===== src/rtl/control_seq.sv =====
`default_nettype none
// ============================================================================
//  Module   : control_seq
//  Purpose  : Multi-cycle control sequencer for the snake CPU datapath.
//             Walks each instruction through FETCH/DECODE/EXEC/MEM/WB.
//             Memory accesses use a ready handshake with an optional wait
//             timeout. Opcode decode provides HALT/NOP and traps illegal
//             opcodes.
//  Ports    : clk, rst            - clock, synchronous active-high reset
//             opcode [OPW]        - instruction opcode from external IR
//             flag                - ALU compare flag (1 = equal)
//             mem_ready           - memory completes access this cycle
//             c_*                 - datapath strobes (combinational)
//             ir_load             - capture instruction into IR
//             state [3]           - current sequencer state
//             halted, err         - in HALT / sticky trap flag
//  Revision : 1.0 - initial release
// ============================================================================
module control_seq #(
    parameter int OPW        = 4,
    parameter int WAIT_LIMIT = 15
) (
    input  logic           clk,
    input  logic           rst,
    input  logic [OPW-1:0] opcode,
    input  logic           flag,
    input  logic           mem_ready,
    output logic           c_ain,
    output logic           c_bin,
    output logic           c_aout,
    output logic           c_alu,
    output logic           c_imm,
    output logic           c_a,
    output logic           c_b,
    output logic           c_pc_inc,
    output logic           c_pc_load,
    output logic           c_memaddr,
    output logic           c_dataread,
    output logic           c_datawrite,
    output logic           c_regwrite,
    output logic           c_regread,
    output logic           c_lfsr,
    output logic           c_fetch,
    output logic           ir_load,
    output logic [2:0]     state,
    output logic           halted,
    output logic           err
);

    // A zero limit still needs a one-bit counter to keep widths legal.
    localparam int CW = (WAIT_LIMIT > 0) ? $clog2(WAIT_LIMIT + 1) : 1;

    localparam logic [3:0] c_op_add  = 4'd0;
    localparam logic [3:0] c_op_sub  = 4'd1;
    localparam logic [3:0] c_op_addi = 4'd2;
    localparam logic [3:0] c_op_row  = 4'd3;
    localparam logic [3:0] c_op_col  = 4'd4;
    localparam logic [3:0] c_op_incl = 4'd5;
    localparam logic [3:0] c_op_f    = 4'd6;
    localparam logic [3:0] c_op_ld   = 4'd7;
    localparam logic [3:0] c_op_st   = 4'd8;
    localparam logic [3:0] c_op_je   = 4'd9;
    localparam logic [3:0] c_op_jne  = 4'd10;
    localparam logic [3:0] c_op_j    = 4'd11;
    localparam logic [3:0] c_op_ldi  = 4'd12;
    localparam logic [3:0] c_op_lfsr = 4'd13;
    localparam logic [3:0] c_op_nop  = 4'd14;
    localparam logic [3:0] c_op_halt = 4'd15;

    typedef enum logic [2:0] {
        S_IDLE   = 3'd0,
        S_FETCH  = 3'd1,
        S_DECODE = 3'd2,
        S_EXEC   = 3'd3,
        S_MEM    = 3'd4,
        S_WB     = 3'd5,
        S_HALT   = 3'd6
    } state_t;

    state_t          r_state;
    state_t          w_next;
    logic [CW-1:0]   r_wait;
    logic            r_err;
    logic            w_set_err;
    logic            w_illegal;
    logic            w_waiting;
    logic            w_timeout;
    logic [3:0]      w_op;

    assign w_op = opcode[3:0];

    generate
        if (OPW > 4) begin : g_upper_bits
            assign w_illegal = |opcode[OPW-1:4];
        end else begin : g_no_upper_bits
            assign w_illegal = 1'b0;
        end
    endgenerate

    // A request cycle that did not complete.
    assign w_waiting = ((r_state == S_FETCH) || (r_state == S_MEM)) && !mem_ready;

    generate
        if (WAIT_LIMIT != 0) begin : g_timeout
            localparam logic [CW-1:0] c_wait_last = CW'(WAIT_LIMIT - 1);
            assign w_timeout = w_waiting && (r_wait == c_wait_last);
        end else begin : g_no_timeout
            assign w_timeout = 1'b0;
        end
    endgenerate

    always_comb begin
        w_next      = r_state;
        w_set_err   = 1'b0;
        c_ain       = 1'b0;
        c_bin       = 1'b0;
        c_aout      = 1'b0;
        c_alu       = 1'b0;
        c_imm       = 1'b0;
        c_a         = 1'b0;
        c_b         = 1'b0;
        c_pc_inc    = 1'b0;
        c_pc_load   = 1'b0;
        c_memaddr   = 1'b0;
        c_dataread  = 1'b0;
        c_datawrite = 1'b0;
        c_regwrite  = 1'b0;
        c_regread   = 1'b0;
        c_lfsr      = 1'b0;
        c_fetch     = 1'b0;
        ir_load     = 1'b0;

        case (r_state)
            S_IDLE: w_next = S_FETCH;

            S_FETCH: begin
                c_fetch = 1'b1;
                if (mem_ready) begin
                    ir_load  = 1'b1;
                    c_pc_inc = 1'b1;
                    w_next   = S_DECODE;
                end else if (w_timeout) begin
                    w_next    = S_HALT;
                    w_set_err = 1'b1;
                end
            end

            S_DECODE: begin
                if (w_illegal) begin
                    w_next    = S_HALT;
                    w_set_err = 1'b1;
                end else begin
                    case (w_op)
                        c_op_add, c_op_sub, c_op_row, c_op_col, c_op_f: begin
                            c_regread = 1'b1;
                            c_ain     = 1'b1;
                            c_bin     = 1'b1;
                            w_next    = S_EXEC;
                        end
                        c_op_addi, c_op_incl: begin
                            c_regread = 1'b1;
                            c_ain     = 1'b1;
                            c_imm     = 1'b1;
                            c_bin     = 1'b1;
                            w_next    = S_EXEC;
                        end
                        c_op_ld, c_op_st: begin
                            c_regread = 1'b1;
                            c_memaddr = 1'b1;
                            w_next    = S_MEM;
                        end
                        c_op_nop:  w_next = S_FETCH;
                        c_op_halt: w_next = S_HALT;
                        default:   w_next = S_EXEC;   // jumps, LDI, LFSR
                    endcase
                end
            end

            S_EXEC: begin
                w_next = S_FETCH;
                case (w_op)
                    c_op_add, c_op_addi, c_op_incl: begin
                        c_alu  = 1'b1;
                        w_next = S_WB;
                    end
                    c_op_sub: begin
                        c_alu  = 1'b1;
                        c_a    = 1'b1;
                        w_next = S_WB;
                    end
                    c_op_row: begin
                        c_alu  = 1'b1;
                        c_b    = 1'b1;
                        w_next = S_WB;
                    end
                    c_op_col: begin
                        c_alu  = 1'b1;
                        c_a    = 1'b1;
                        c_b    = 1'b1;
                        w_next = S_WB;
                    end
                    c_op_f: begin
                        // Compare only sets the flag; nothing to write back.
                        c_alu = 1'b1;
                        c_a   = 1'b1;
                    end
                    c_op_je: begin
                        c_imm     = flag;
                        c_pc_load = flag;
                    end
                    c_op_jne: begin
                        c_imm     = !flag;
                        c_pc_load = !flag;
                    end
                    c_op_j: begin
                        c_imm     = 1'b1;
                        c_pc_load = 1'b1;
                    end
                    c_op_ldi: begin
                        c_imm      = 1'b1;
                        c_regwrite = 1'b1;
                    end
                    c_op_lfsr: begin
                        c_lfsr     = 1'b1;
                        c_regwrite = 1'b1;
                    end
                    default: ;
                endcase
            end

            S_MEM: begin
                // Only LD and ST reach this state.
                if (w_op == c_op_ld) c_dataread = 1'b1;
                else                 c_datawrite = 1'b1;
                if (mem_ready) begin
                    w_next = (w_op == c_op_ld) ? S_WB : S_FETCH;
                end else if (w_timeout) begin
                    w_next    = S_HALT;
                    w_set_err = 1'b1;
                end
            end

            S_WB: begin
                c_regwrite = 1'b1;
                // LD writes memory data already on the bus.
                if (w_op != c_op_ld) c_aout = 1'b1;
                w_next = S_FETCH;
            end

            S_HALT: w_next = S_HALT;

            default: w_next = S_IDLE;
        endcase
    end

    always_ff @(posedge clk) begin
        if (rst) begin
            r_state <= S_IDLE;
            r_wait  <= '0;
            r_err   <= 1'b0;
        end else begin
            r_state <= w_next;
            if (w_set_err) r_err <= 1'b1;
            if (w_next != r_state) r_wait <= '0;
            else if (w_waiting)    r_wait <= r_wait + 1'b1;
        end
    end

    assign state  = r_state;
    assign halted = (r_state == S_HALT);
    assign err    = r_err;

endmodule
`default_nettype wire


===== config.mk =====
export PLATFORM = sky130hd
export DESIGN_NAME = control_seq
export DESIGN_NICKNAME = d
export VERILOG_FILES = /design/src/rtl/control_seq.sv
export SDC_FILE = /design/constraint.sdc
export NUM_CORES = 1
export LEC_CHECK = 0
export BUFFER_PORTS_ARGS = -buffer_cell sky130_fd_sc_hd__buf_2
export CAP_MARGIN = 10
export CORE_AREA = 8 8 53 55
export CTS_BUF_LIST = sky130_fd_sc_hd__clkbuf_8
export DETAILED_ROUTE_END_ITERATION = 16
export DIE_AREA = 0 0 61 63
export PLACE_DENSITY = 0.71
export SLEW_MARGIN = 0
export SYNTH_ARGS = -nofsm -noshare
export SYNTH_HDL_FRONTEND = slang
export SYNTH_SLANG_ARGS = --single-unit

===== constraint.sdc =====
create_clock -name clk -period 4.1 [get_ports clk]
set_input_delay 0.82 -clock clk [delete_from_list [all_inputs] [get_ports clk]]
set_output_delay 0.82 -clock clk [all_outputs]
set_load 0.005 [all_outputs]

* Word-level counts from Yosys, hierarchy flattened
Index checks and enable logic that the tools add are counted.
** Word-level totals
- Register bits after elaboration :: 8
- Latch bits :: 0
- RAM bits :: 0
- Bits in read-only memories :: 0
- Input bits :: 8
- Logic and storage cells :: 86
- Memories :: 0
** Operators by class
- Add/sub/neg operators :: 1
- $mul :: 0
- Div/mod/pow operators :: 0
- Magnitude comparators :: 0
- Eq/ne operators :: 24
- Shift operators :: 0
- Muxes and demuxes :: 39
- Bitwise logic cells :: 0
- Reduce and logical (&&, ||, !) cells :: 19
** Operators by type and width (number)
- $eq A4 B4 Y1 const B :: 9
- $mux W1 :: 28
- $pmux W3 S6 :: 1
- $eq A4 B3 Y1 const B :: 4
- $reduce_or A2 Y1 :: 8
- $mux W3 :: 5
- $eq A3 B3 Y1 const B :: 3
- $pmux W3 S3 :: 1
- $reduce_or A9 Y1 :: 1
- $eq A4 B2 Y1 const B :: 2
- $reduce_or A7 Y1 :: 1
- $eq A3 B2 Y1 const B :: 2
- $pmux W1 S3 :: 2
- $reduce_or A6 Y1 :: 1
- $add A4 B1 Y4 const B :: 1
- $eq A4 B1 Y1 const B :: 1
- $logic_not A4 Y1 :: 1
- $ne A4 B3 Y1 const B :: 1
- $pmux W1 S2 :: 2
- $eq A3 B1 Y1 const B :: 1
- $logic_not A3 Y1 :: 1
- $ne A3 B3 Y1 :: 1
- $reduce_or A3 Y1 :: 1
- $logic_and A1 B1 Y1 :: 2
- 2 further kinds :: 3

* Logic depth before layout (Yosys ltp)
- Depth in word-level cells :: 9
- Mapped depth :: 7
- Mapped depth without buffers :: 7

* Least setup slack after synthesis
No wires, ideal clock.
- Kind :: input -> output
- Start point :: input opcode[0]
- End point :: output c_memaddr
- Arrival time :: 1.666 ns
- Required time :: 3.280 ns
- Slack :: 1.614 ns
- Stages :: 4
- Buffers on the path :: 1
- Cells stage by stage :: buf_6 > or3_1 > a21oi_1 > nor2b_1
** On the way
- Longest elaborated chain between the ends :: 4
- Elaborated cells between the ends (all ways) :: 5
** RTL lines
- start, declared :: RTL line 25 : input logic [OPW-1:0] opcode,
- $eq A4 B3 Y1 / $eq A4 B4 Y1 (equally long branches) :: RTL line 153 : case (w_op)
- $reduce_or A2 Y1 (*) :: RTL line 153
- $mux W1 (*) :: RTL line 153
- $mux W1 (*) :: RTL line 133 : case (r_state)
- end, declared :: RTL line 37 : output logic c_memaddr,
Mark *: on every way between the ends. The rest lies on a longest branch, timed or not.

* Final worst setup path
- Start point :: register r_state[1], in the netlist state[1]
- End point :: output c_imm
** On the way
- Longest elaborated chain between the ends :: 2
- Elaborated cells between the ends (all ways) :: 3
** RTL lines
- start, declared :: RTL line 80 : state_t r_state;
- start signal, assigned :: RTL line 262 : r_state <= w_next;
- $eq A3 B2 Y1 :: RTL line 133
- $pmux W1 S2 (*) :: RTL line 133
- end, declared :: RTL line 32 : output logic c_imm,
Marks and branches as above.

==> results.tsv <==
stage	metric	value	unit
status	status	complete, no violations	
clocking	numCtsBuffers	3	
logic_synthesis	synth.area.top_cells	dfxtp_1 (19%), nor2_1 (7.0%), nor3_1 (5.2%)	
global_route	antenna_found_initial	0	
sta	max_freq	357	MHz
placed_design	place_inst	162	
global_route	grt_usage	0.121	
final_layout	final_common_cell	buf_2	
critical_path	reg2regPathDepth	5	
final_layout	final_cell_mix	buf_2 (29), nor2_1 (16), nor3_1 (9)	
placed_design	dp_hpwl	1810	µm
floorplanning	core-area	2060	µm²
logic_synthesis	ys_seq_area_frac	0.187	
clocking	clk_latency	220	ps
floorplanning	io_pins	30	
sta	fin_skew	3.09	ps
critical_path	rr_endpoint	r_wait[3]	
logic_synthesis	synth_compound_area_frac	0.185	
clocking	ctsHoldBuffers	0	
sta	slew_viol_final	0	
logic_synthesis	synth_area_per_cell	7.53	µm²
detailed_routing	wire_per_inst	13.4	µm
clocking	post_cts_buffers	0	
sta	slew_headroom	0.671	
critical_path	cp.arrival	1980	ps
detailed_routing	vias_per_cell	5.50	
logic_synthesis	synth_ff_type	dfxtp_1	
detailed_routing	drc_errors	0	
final_layout	fin_cells	165	
final_layout	antenna_cells	0	
critical_path	endpoint	c_imm	
clocking	root_buffer	clkbuf_8	
logic_synthesis	synth_cells	114	
logic_synthesis	synth_top_area_frac	0.187	
critical_path	critPathRequiredTime	3280	ps
floorplanning	row_count	17	
critical_path	critPathLaunch	state[1]	
clocking	cts_tree	yes	
sta	setup_tns	0	ps
logic_synthesis	yosys.area_share.simple	0.402	
critical_path	reg2reg_from	state[1]	
final_layout	layout-drive-gt1-share	0.299	
logic_synthesis	synth_top_family_by_area	simple AND/OR/NAND/NOR gates	
final_layout	post-route-util	0.489	
clocking	clkSinkCount	8	
global_route	grt_pass1_vias	885	
logic_synthesis	synthArstFlopShare	0	
placed_design	gp_congestion	0.802	
sta	period_needed	2800	ps
sta	period_share	0.683	
logic_synthesis	synth-edff-count	0	
logic_synthesis	ys_ff_latch	8	
power_and_ir_drop	power_density	230	nW/µm²
final_layout	area_growth	17.6	%
detailed_routing	drt-initial-drc-count	39	
floorplanning	fp.dieH	63	µm
clocking	clk_pin_slew_worst_paths	40	ps
critical_path	cp-start-kind	register	
logic_synthesis	syn_nets	124	
clocking	htreeDepth	1	
detailed_routing	first_pass_iters	4	
logic_synthesis	synth_adder_area_share	0.0292	
final_layout	final_area	1010	µm²
sta	tightest_slew	489	ps
critical_path	rrSetupSlack	1960	ps
sta	rsz0062_at_grt	false	
logic_synthesis	ys_warn_count	0	
floorplanning	start_util	0.416	
detailed_routing	drt-total-wl	2220	µm
sta	setup_viol	0	
flow_run	drv_cap	0	
worst_hold_path	min_path_type	reg -> reg	
detailed_routing	postRouteAntennaNets	0	
sta	hold-worst-slack	462	ps
logic_synthesis	synthXorXnorAreaFrac	0.0408	
global_route	grt_pass1_wl	3860	µm
sta	hold_violations	0	
power_and_ir_drop	irDropWorstVdd	0.000332	V
logic_synthesis	synth_area	858	µm²
placed_design	dpl-instance-area	968	µm²
critical_path	path_class	reg -> out	
critical_path	path_max_fanout	16	
critical_path	endpoint_kind	output port	
floorplanning	dieArea	3840	µm²
logic_synthesis	synthMuxAreaShare	0.0525	
final_layout	fin_nets	149	
global_route	grt_overflow_total	0	
placed_design	numPortBuffers	29	
clocking	cts-resized-gates	0	
logic_synthesis	ys_types	44	
floorplanning	fp.dieW	61	µm
clocking	clockBufferDepth	2	
power_and_ir_drop	leakage	0.462	nW
logic_synthesis	yosys.area.top_type	dfxtp_1	
global_route	grt_max_degree	17	
detailed_routing	vias	908	
==> synthesized netlist by cell type (2+ instances only) <==
cell / number
nor2_1: 16
nor3_1: 9
dfxtp_1: 8
nand2_1: 8
a21oi_1: 5
and3_1: 5
inv_1: 5
a31oi_1: 3
buf_4: 3
buf_6: 3
mux2i_1: 3
nand3_1: 3
nor2b_1: 3
o21ai_0: 3
xnor2_1: 3
a221oi_1: 2
and2b_1: 2
buf_2: 2
ha_1: 2
nand4b_1: 2
==> area by class of cell <==
cell class | instances | area, µm²
clock buffers | 3 | 41.3
fillers | 228 | 1050
inverters | 5 | 18.8
multi-input cells | 92 | 609
flip-flops and latches | 8 | 160
well taps | 28 | 35.0
repair buffers | 29 | 145
==> cells by family after synthesis <==
family,after synthesis
fa+ha+maj,2
flops,8
simple gates,60
buf+inv,14
xor+xnor,4
compound gates,22
mux,4
==> power breakdown <==
| part | total [mW] | switching (mW) | leakage [nW] | internal [mW] |
|---|---|---|---|---|
| registers | 0.0868 | 0.00654 | 0.0650 | 0.0803 |
| clock network | 0.0901 | 0.0269 | 0.0216 | 0.0632 |
| logic | 0.0553 | 0.0317 | 0.376 | 0.0237 |
==> worst max-delay path, cell delays in order (launching register included) <==
cell and delay, ps:
dfxtp_1 600, inv_1 170, or3_4 430, nor2_1 160
a221oi_1 90, o21ai_0 160, buf_2 130
==> sequential cells by signal, indices dropped and copies added, names as in the netlist <==
name,flops
r_wait,4
err,1
state,3
==> metrics by stage <==
step | total power [mW] | worst slack, ps
2_1_floorplan | 0.130 | 1610
3_3_place_gp | 0.142 | 1510
3_5_place_dp | 0.143 | 1450
4_1_cts | 0.233 | 1310
5_1_grt | 0.246 | 1200
6_report | 0.232 | 1300
==> routing by layer <==
layer,track usage,vias to the layer above,wire length [µm]
li1,-,453,-
met1,0.135,427,886
met2,0.225,28,1160
met3,0.0288,0,172
met4,0.00875,0,0
met5,0,-,0
==> worst min path at each step <==
stage	depth (start not counted)	endpoint	startpoint	slack, ps
after detailed placement	2	err	err	460
after CTS	2	err	err	460
after floorplan	2	err	err	440
after global routing	2	err	err	490
final	2	err	err	460
after global placement	2	err	err	430
(Power assumes the default switching activity.)
